===== config.mk =====
export PLATFORM = sky130hd
export DESIGN_NAME = mainfsm
export DESIGN_NICKNAME = d
export VERILOG_FILES = /design/src/rtl/mainfsm_pkg.sv /design/src/rtl/mainfsm.sv
export SDC_FILE = /design/constraint.sdc
export NUM_CORES = 1
export LEC_CHECK = 0
export BUFFER_PORTS_ARGS = -buffer_cell sky130_fd_sc_hd__buf_2
export CAP_MARGIN = 20
export CORE_AREA = 3 3 40 42
export DETAILED_ROUTE_END_ITERATION = 6
export DIE_AREA = 0 0 43 45
export HOLD_SLACK_MARGIN = 0.02
export PLACE_DENSITY = 0.64
export SLEW_MARGIN = 10
export SYNTH_ARGS = -nofsm -noshare
export SYNTH_HDL_FRONTEND = slang
export SYNTH_SLANG_ARGS = --single-unit

===== constraint.sdc =====
create_clock -name clk -period 1.3 [get_ports clk]
set_input_delay 0.065 -clock clk [delete_from_list [all_inputs] [get_ports clk]]
set_output_delay 0.065 -clock clk [all_outputs]
set_load 0.02 [all_outputs]

===== src/rtl/mainfsm_pkg.sv =====
// rtl/mainfsm_pkg.sv - shared types and constants for the multicycle controller
// Purpose: state encoding, instruction-class codes and datapath mux selects
//          used by the mainfsm controller and its testbench.
package mainfsm_pkg;

  // 4-bit state encoding; FETCH must stay 0 so reset lands there.
  typedef enum logic [3:0] {
    FETCH    = 4'd0,
    DECODE   = 4'd1,
    MEMADR   = 4'd2,
    MEMREAD  = 4'd3,
    MEMWB    = 4'd4,
    MEMWRITE = 4'd5,
    EXECUTER = 4'd6,
    EXECUTEI = 4'd7,
    ALUWB    = 4'd8,
    BRANCH   = 4'd9,
    UNKNOWN  = 4'd10
  } statetype;

  // Instruction class (IR[27:26]); 2'b11 is undecodable.
  localparam logic [1:0] OP_DP  = 2'b00;
  localparam logic [1:0] OP_MEM = 2'b01;
  localparam logic [1:0] OP_B   = 2'b10;

  // ALU A-operand select
  localparam logic [1:0] SRCA_REG  = 2'b00;
  localparam logic [1:0] SRCA_PC   = 2'b01;

  // ALU B-operand select
  localparam logic [1:0] SRCB_REG  = 2'b00;
  localparam logic [1:0] SRCB_IMM  = 2'b01;
  localparam logic [1:0] SRCB_FOUR = 2'b10;

  // Result mux select
  localparam logic [1:0] RES_ALUOUT = 2'b00;
  localparam logic [1:0] RES_DATA   = 2'b01;
  localparam logic [1:0] RES_ALU    = 2'b10;

endpackage


===== src/rtl/mainfsm.sv =====
// rtl/mainfsm.sv - multicycle controller FSM with memory-ready stall
// Purpose: sequences the shared datapath (one memory port, one ALU) by
//          decoding Op/Funct into per-cycle control.
// Ports:
//   clk        rising-edge clock
//   reset      asynchronous active-low reset (0 = in reset)
//   Op         instruction class, IR[27:26]
//   Funct      IR[25:20]; bit5 immediate, bit0 load/store L-bit
//   MemReady   memory completed/accepted the access this cycle
//   IRWrite    load instruction register
//   AdrSrc     memory address select (0 PC, 1 ALU result)
//   ALUSrcA    ALU A select
//   ALUSrcB    ALU B select
//   ResultSrc  result mux select
//   NextPC     unconditional PC write request
//   RegW       register write request, gated downstream by condition logic
//   MemW       memory write request, gated downstream by condition logic
//   Branch     branch request, combined with PCS downstream
//   ALUOp      1 = ALU decoder uses Funct, 0 = add
//   Illegal    one-cycle pulse when an undecodable Op reaches decode
//   State      current state encoding for visibility
module mainfsm
  import mainfsm_pkg::*;
#(
  parameter bit USE_MEM_READY = 1'b1
) (
  input  logic       clk,
  input  logic       reset,
  input  logic [1:0] Op,
  input  logic [5:0] Funct,
  input  logic       MemReady,
  output logic       IRWrite,
  output logic       AdrSrc,
  output logic [1:0] ALUSrcA,
  output logic [1:0] ALUSrcB,
  output logic [1:0] ResultSrc,
  output logic       NextPC,
  output logic       RegW,
  output logic       MemW,
  output logic       Branch,
  output logic       ALUOp,
  output logic       Illegal,
  output logic [3:0] State
);

  statetype r_state;
  statetype w_next;
  logic     w_mem_ready;
  logic     w_unused_funct;

  // Single-cycle memory builds tie the ready off so stalls never occur.
  assign w_mem_ready    = USE_MEM_READY ? MemReady : 1'b1;
  // Only the immediate and L bits steer sequencing; the rest go to the ALU decoder.
  assign w_unused_funct = ^Funct[4:1];

  // State register
  always_ff @(posedge clk or negedge reset) begin
    if (!reset) begin
      r_state <= FETCH;
    end else begin
      r_state <= w_next;
    end
  end

  // Next-state logic
  always_comb begin
    w_next = FETCH;
    case (r_state)
      FETCH:    w_next = w_mem_ready ? DECODE : FETCH;
      DECODE: begin
        case (Op)
          OP_MEM:  w_next = MEMADR;
          OP_DP:   w_next = Funct[5] ? EXECUTEI : EXECUTER;
          OP_B:    w_next = BRANCH;
          default: w_next = UNKNOWN;
        endcase
      end
      MEMADR:   w_next = Funct[0] ? MEMREAD : MEMWRITE;
      MEMREAD:  w_next = w_mem_ready ? MEMWB : MEMREAD;
      MEMWB:    w_next = FETCH;
      MEMWRITE: w_next = w_mem_ready ? FETCH : MEMWRITE;
      EXECUTER: w_next = ALUWB;
      EXECUTEI: w_next = ALUWB;
      ALUWB:    w_next = FETCH;
      BRANCH:   w_next = FETCH;
      default:  w_next = FETCH;
    endcase
  end

  // Output decode: Moore except IRWrite/NextPC, which follow MemReady in FETCH
  // so the PC only advances once the instruction word has actually arrived.
  always_comb begin
    IRWrite   = 1'b0;
    AdrSrc    = 1'b0;
    ALUSrcA   = SRCA_REG;
    ALUSrcB   = SRCB_REG;
    ResultSrc = RES_ALUOUT;
    NextPC    = 1'b0;
    RegW      = 1'b0;
    MemW      = 1'b0;
    Branch    = 1'b0;
    ALUOp     = 1'b0;
    Illegal   = 1'b0;
    case (r_state)
      FETCH: begin
        ALUSrcA   = SRCA_PC;
        ALUSrcB   = SRCB_FOUR;
        ResultSrc = RES_ALU;
        IRWrite   = w_mem_ready;
        NextPC    = w_mem_ready;
      end
      DECODE: begin
        ALUSrcA   = SRCA_PC;
        ALUSrcB   = SRCB_FOUR;
        ResultSrc = RES_ALU;
      end
      MEMADR: begin
        ALUSrcB   = SRCB_IMM;
      end
      MEMREAD: begin
        AdrSrc    = 1'b1;
      end
      MEMWB: begin
        ResultSrc = RES_DATA;
        RegW      = 1'b1;
      end
      MEMWRITE: begin
        AdrSrc    = 1'b1;
        MemW      = 1'b1;
      end
      EXECUTER: begin
        ALUOp     = 1'b1;
      end
      EXECUTEI: begin
        ALUSrcB   = SRCB_IMM;
        ALUOp     = 1'b1;
      end
      ALUWB: begin
        RegW      = 1'b1;
      end
      BRANCH: begin
        ALUSrcB   = SRCB_IMM;
        ResultSrc = RES_ALU;
        Branch    = 1'b1;
      end
      default: begin
        // UNKNOWN and unused encodings: flag and drop the instruction.
        Illegal   = 1'b1;
      end
    endcase
  end

  assign State = r_state;

endmodule


# ---- Word-level counts from Yosys, hierarchy flattened
# Index checks and enable logic that the tools add are counted.
dict set report word_totals {
  elab_cells 38
  register_bits 4
  out_inout_bits 18
}
dict set report op_classes {
  muxes 17
  n_eq_ne 11
  reduce_logical 9
}
# op count
set op_table {}
lappend op_table {{$pmux W4 S6} 1}
lappend op_table {{$eq A4 B3 Y1 const B} 4}
lappend op_table {{$pmux W4 S3} 1}
lappend op_table {{$mux W1} 10}
lappend op_table {{$reduce_or A10 Y1} 1}
lappend op_table {{$mux W3} 3}
lappend op_table {{$eq A4 B2 Y1 const B} 2}
lappend op_table {{$eq A4 B4 Y1 const B} 2}
lappend op_table {{$pmux W2 S2} 2}
lappend op_table {{$reduce_or A2 Y1} 4}
lappend op_table {{$reduce_or A3 Y1} 2}
lappend op_table {{$eq A4 B1 Y1 const B} 1}
lappend op_table {{$logic_not A4 Y1} 1}
lappend op_table {{$eq A2 B1 Y1 const B} 1}
lappend op_table {{$eq A2 B2 Y1 const B} 1}
lappend op_table {{$logic_not A2 Y1} 1}

# ---- Logic depth before layout (Yosys ltp)
dict set report depth {
  word_depth 3
  depth_mapped 5
  ltp_nobuf 3
}

# ---- Worst setup path after synthesis
# OpenSTA, ideal clock, no wires.
dict set report synth_path {
  path_type {flip-flop to output port}
  start {register r_state[2] (netlist: State[2])}
  end {output port NextPC}
  setup_slack_ps -854
  required_time_ps 1235
  arrival_ps 2089
  n_path_buf 3
  stages_incl_launch_ff 6
  path_cell_list {dfrtp_1 > buf_6 > or2_1 > buf_6 > nor4b_1 > buf_4}
}
dict set report synth_between {
  elab_chain_cells 2
}
# element line
set synth_rtl {}
lappend synth_rtl {{from (decl)} mainfsm.sv:46} ;# statetype r_state;
lappend synth_rtl {{from (signal assigned)} mainfsm.sv:61} ;# r_state <= w_next;
lappend synth_rtl {{$logic_not A4 Y1} --}
lappend synth_rtl {{$mux W1} --}
lappend synth_rtl {{to (decl)} mainfsm.sv:37} ;# output logic NextPC,
# No other way between the ends.

# ---- Worst setup path in the final report
dict set report layout_path {
  start {register r_state[3] (netlist: State[3])}
  end {output port ResultSrc[0]}
}
dict set report layout_between {
  elab_chain_cells 3
  elab_cells_between_ends 6
  classes_between {3 x eq/ne; 1 x mux; 2 x reduce/logical}
}
# element line
set layout_rtl {}
lappend layout_rtl {{$eq A4 B1 Y1, or another cell as far along} mainfsm.sv:104} ;# case (r_state)
lappend layout_rtl {{$reduce_or A3 Y1 (no line)} --}
lappend layout_rtl {{$pmux W2 S2 (*)} mainfsm.sv:104}
lappend layout_rtl {{to (decl)} mainfsm.sv:36} ;# output logic [1:0] ResultSrc,
# Mark *: on every way between the ends. The rest lies on a longest branch, timed or not.

==> impl_metrics.json <==
{
  "status": "complete, but fails checks",
  "failed_checks": "negative setup slack",
  "gp_congestion": 0.776,
  "io_pins": 29,
  "pwr-share-seq_pct": 9.5,
  "max-cap-violations": 0,
  "clock_skew_ns": 0.000786,
  "drtPass1Iterations": 4,
  "post-route-period-util_pct": 113,
  "h-tree-depth": 1,
  "wl_per_cell_microns": 14.9,
  "maxUsedRoutingLayer": "met4",
  "vias": 512,
  "powerDensity_mw_per_mm2": 2860,
  "clk_pin_slew_ns": 0.04,
  "cts_tree": "built",
  "grt_usage_pct": 15.2,
  "ir_worst_vdd_uv": 1080,
  "synth_fp_nets": 62,
  "synth.area.top_cells": "dfrtp_1, o221ai_2, buf_4",
  "largest_reg_flops": 4,
  "critPathArrivalTime_ns": 1.40,
  "required_ns": 1.24,
  "syn_inst": 51,
  "area_growth_syn_to_layout_pct": 120,
  "layout.nets": 99,
  "syn_area_sq_um": 412,
  "cts-buffers-inserted": 3,
  "final_cell_mix": "buf_4, buf_6, buf_2",
  "drt_iter0_drc": 8,
  "p_leak_nw": 0.401,
  "utilization_pct": 70.6,
  "synth_top_area_share_pct": 24.3,
  "placed_cell_area_sq_um": 606,
  "synth.distinct_cells": 30,
  "port_buffers": 23,
  "fin_crit_ns": 1.47,
  "p_comb_share_pct": 83.7,
  "endpoint_kind": "primary output",
  "worst_slack_ns": -0.168,
  "start_util_pct": 32.0,
  "vias_per_cell": 5.02,
  "overflow": 0,
  "r2r_end": "State[0]",
  "row_count": 13,
  "finalSetupViolations": 13,
  "drc_errors": 0,
  "power.internal_w": 0.00142,
  "fin_tns_setup_ns": -1.25,
  "final_common_cell": "buf_4",
  "dieWidth_microns": 43,
  "die_h_microns": 45,
  "fin_cells": 102,
  "critPathKind": "reg -> out",
  "endpoint": "ResultSrc[0]",
  "drive_gt1_share_pct": 77.0,
  "grt_setup_unrepaired": "true",
  "startpoint_type": "register",
  "yosys.area.top_type": "dfrtp_1",
  "worst-path-max-fanout": 5,
  "design_area_sq_um": 907,
  "grt_max_degree": 13,
  "grt_pass1_wl_mm": 2.14,
  "reg2reg_depth": 3,
  "routed_wl_mm": 1.52,
  "die_area_sq_mm": 0.00194,
  "hold_violations": 0,
  "place_ws_ns": -0.0675,
  "synth_seq_area_share_pct": 24.3,
  "maxSlewViolCount": 0,
  "switching_share_pct": 45.1,
  "dpl.cell_count": 91,
  "dp_hpwl_microns": 901,
  "r2r-start": "State[1]",
  "clock-root-buffer": "clkbuf_4",
  "met3_length_microns": 79,
  "clk_latency_ns": 0.24,
  "pwr-share-clk_pct": 6.8,
  "wl_met2_microns": 873,
  "cts.sinks": 4,
  "postSynthAreaPerCell_sq_um": 8.07,
  "ys_seq_elements": 4,
  "drt.antenna.violating_nets": 0,
  "hold_path.class": "in -> reg",
  "grt_pass1_vias": 474,
  "p_switching_w": 0.00117,
  "ff2ff_setup_slack_ns": -0.11,
  "antenna_found_initial": 0,
  "crit_start": "State[3]",
  "cts.path.max_buffers": 2,
  "core_area_sq_mm": 0.00128,
  "yosys_warnings": 0,
  "max_freq_mhz": 681,
  "drt-met1-wl_microns": 567,
  "n_antenna_cell": 0
}
==> worst min path at each step <==
stage                     depth (start not counted)  startpoint  slack (ns)        to
after floorplan                                   0       reset       -0.23  State[0]
after global placement                            1       reset       -0.13  State[0]
after detailed placement                          1       reset       -0.13  State[0]
after CTS                                         2       Op[1]        0.11  State[2]
after global routing                              2       Op[1]        0.12  State[2]
final                                             2       Op[1]        0.12  State[2]
==> cells by family after synthesis <==
kind of cell,count (synthesis),share of synthesized area [%]
buffers and inverters,9,14.9
DFF,4,24.3
other,1,0.911
and+or+nand+nor,24,35.3
AOI/OAI and AO/OA,12,22.5
xor gates and xnor gates,1,2.13
==> worst max-delay path, stage by stage, from the launching register on <==
cell,delay [ns]
dfrtp_2,0.43
or2b_4,0.29
buf_4,0.15
nor3_2,0.12
buf_4,0.17
==> layer usage <==
metal | global-route usage, % | vias up
met3 | 2.39 | 2
met1 | 18.5 | 243
li1 | - | 246
met2 | 25.4 | 21
met5 | 0 | -
met4 | 9.04 | 0
==> through the flow <==
| stage | hold slack, ns | power, W |
|---|---|---|
| 4_1_cts | 0.113 | 0.00232 |
| 3_5_place_dp | -0.125 | 0.00160 |
| 3_3_place_gp | -0.129 | 0.00158 |
| 5_1_grt | 0.119 | 0.00273 |
| 6_report | 0.118 | 0.00259 |
| 2_1_floorplan | -0.231 | 0.00122 |
==> power groups by stage <==
stage,logic [W],clock network (W),registers (W)
3_5_place_dp,0.00136,0,0.000243
2_1_floorplan,0.000925,0,0.000300
3_3_place_gp,0.00134,0,0.000239
5_1_grt,0.00228,0.000187,0.000258
4_1_cts,0.00190,0.000178,0.000242
6_report,0.00217,0.000176,0.000247
==> cells in the mapped netlist (all sizes together) <==
master	n
clkbuf	1
or4b	1
a21oi	3
nand2b	2
a211oi	1
or3	2
inv	2
nor2b	3
nor2	6
xnor2	1
or2	2
conb	1
o21a	1
nand3b	1
buf	6
dfrtp	4
nand2	2
o221ai	2
o2bb2ai	1
nor3	1
nor3b	2
o21ai	2
o22ai	1
nor4b	1
or2b	1
o211ai	1
==> repair_timing <==
| item | in CTS | in global routing |
|---|---|---|
| setup buffers | 3 | 2 |
| endpoints found under the hold margin | 4 | 0 |
| resized for setup | 31 | 17 |
| hold buffers | 1 | 0 |
| endpoints found under the setup margin | 14 | 15 |
| pin swaps | 4 | 4 |
| gates cloned | 1 | 0 |
==> final cells by class <==
class	count	area, sq um
tap	15	18.8
fill	94	378
clock buffer	4	26.3
timing repair buffer	39	350
inverter	2	7.51
multi-input combinational	38	400
sequential	4	104
Note: power is estimated with default switching activity, not from simulation.
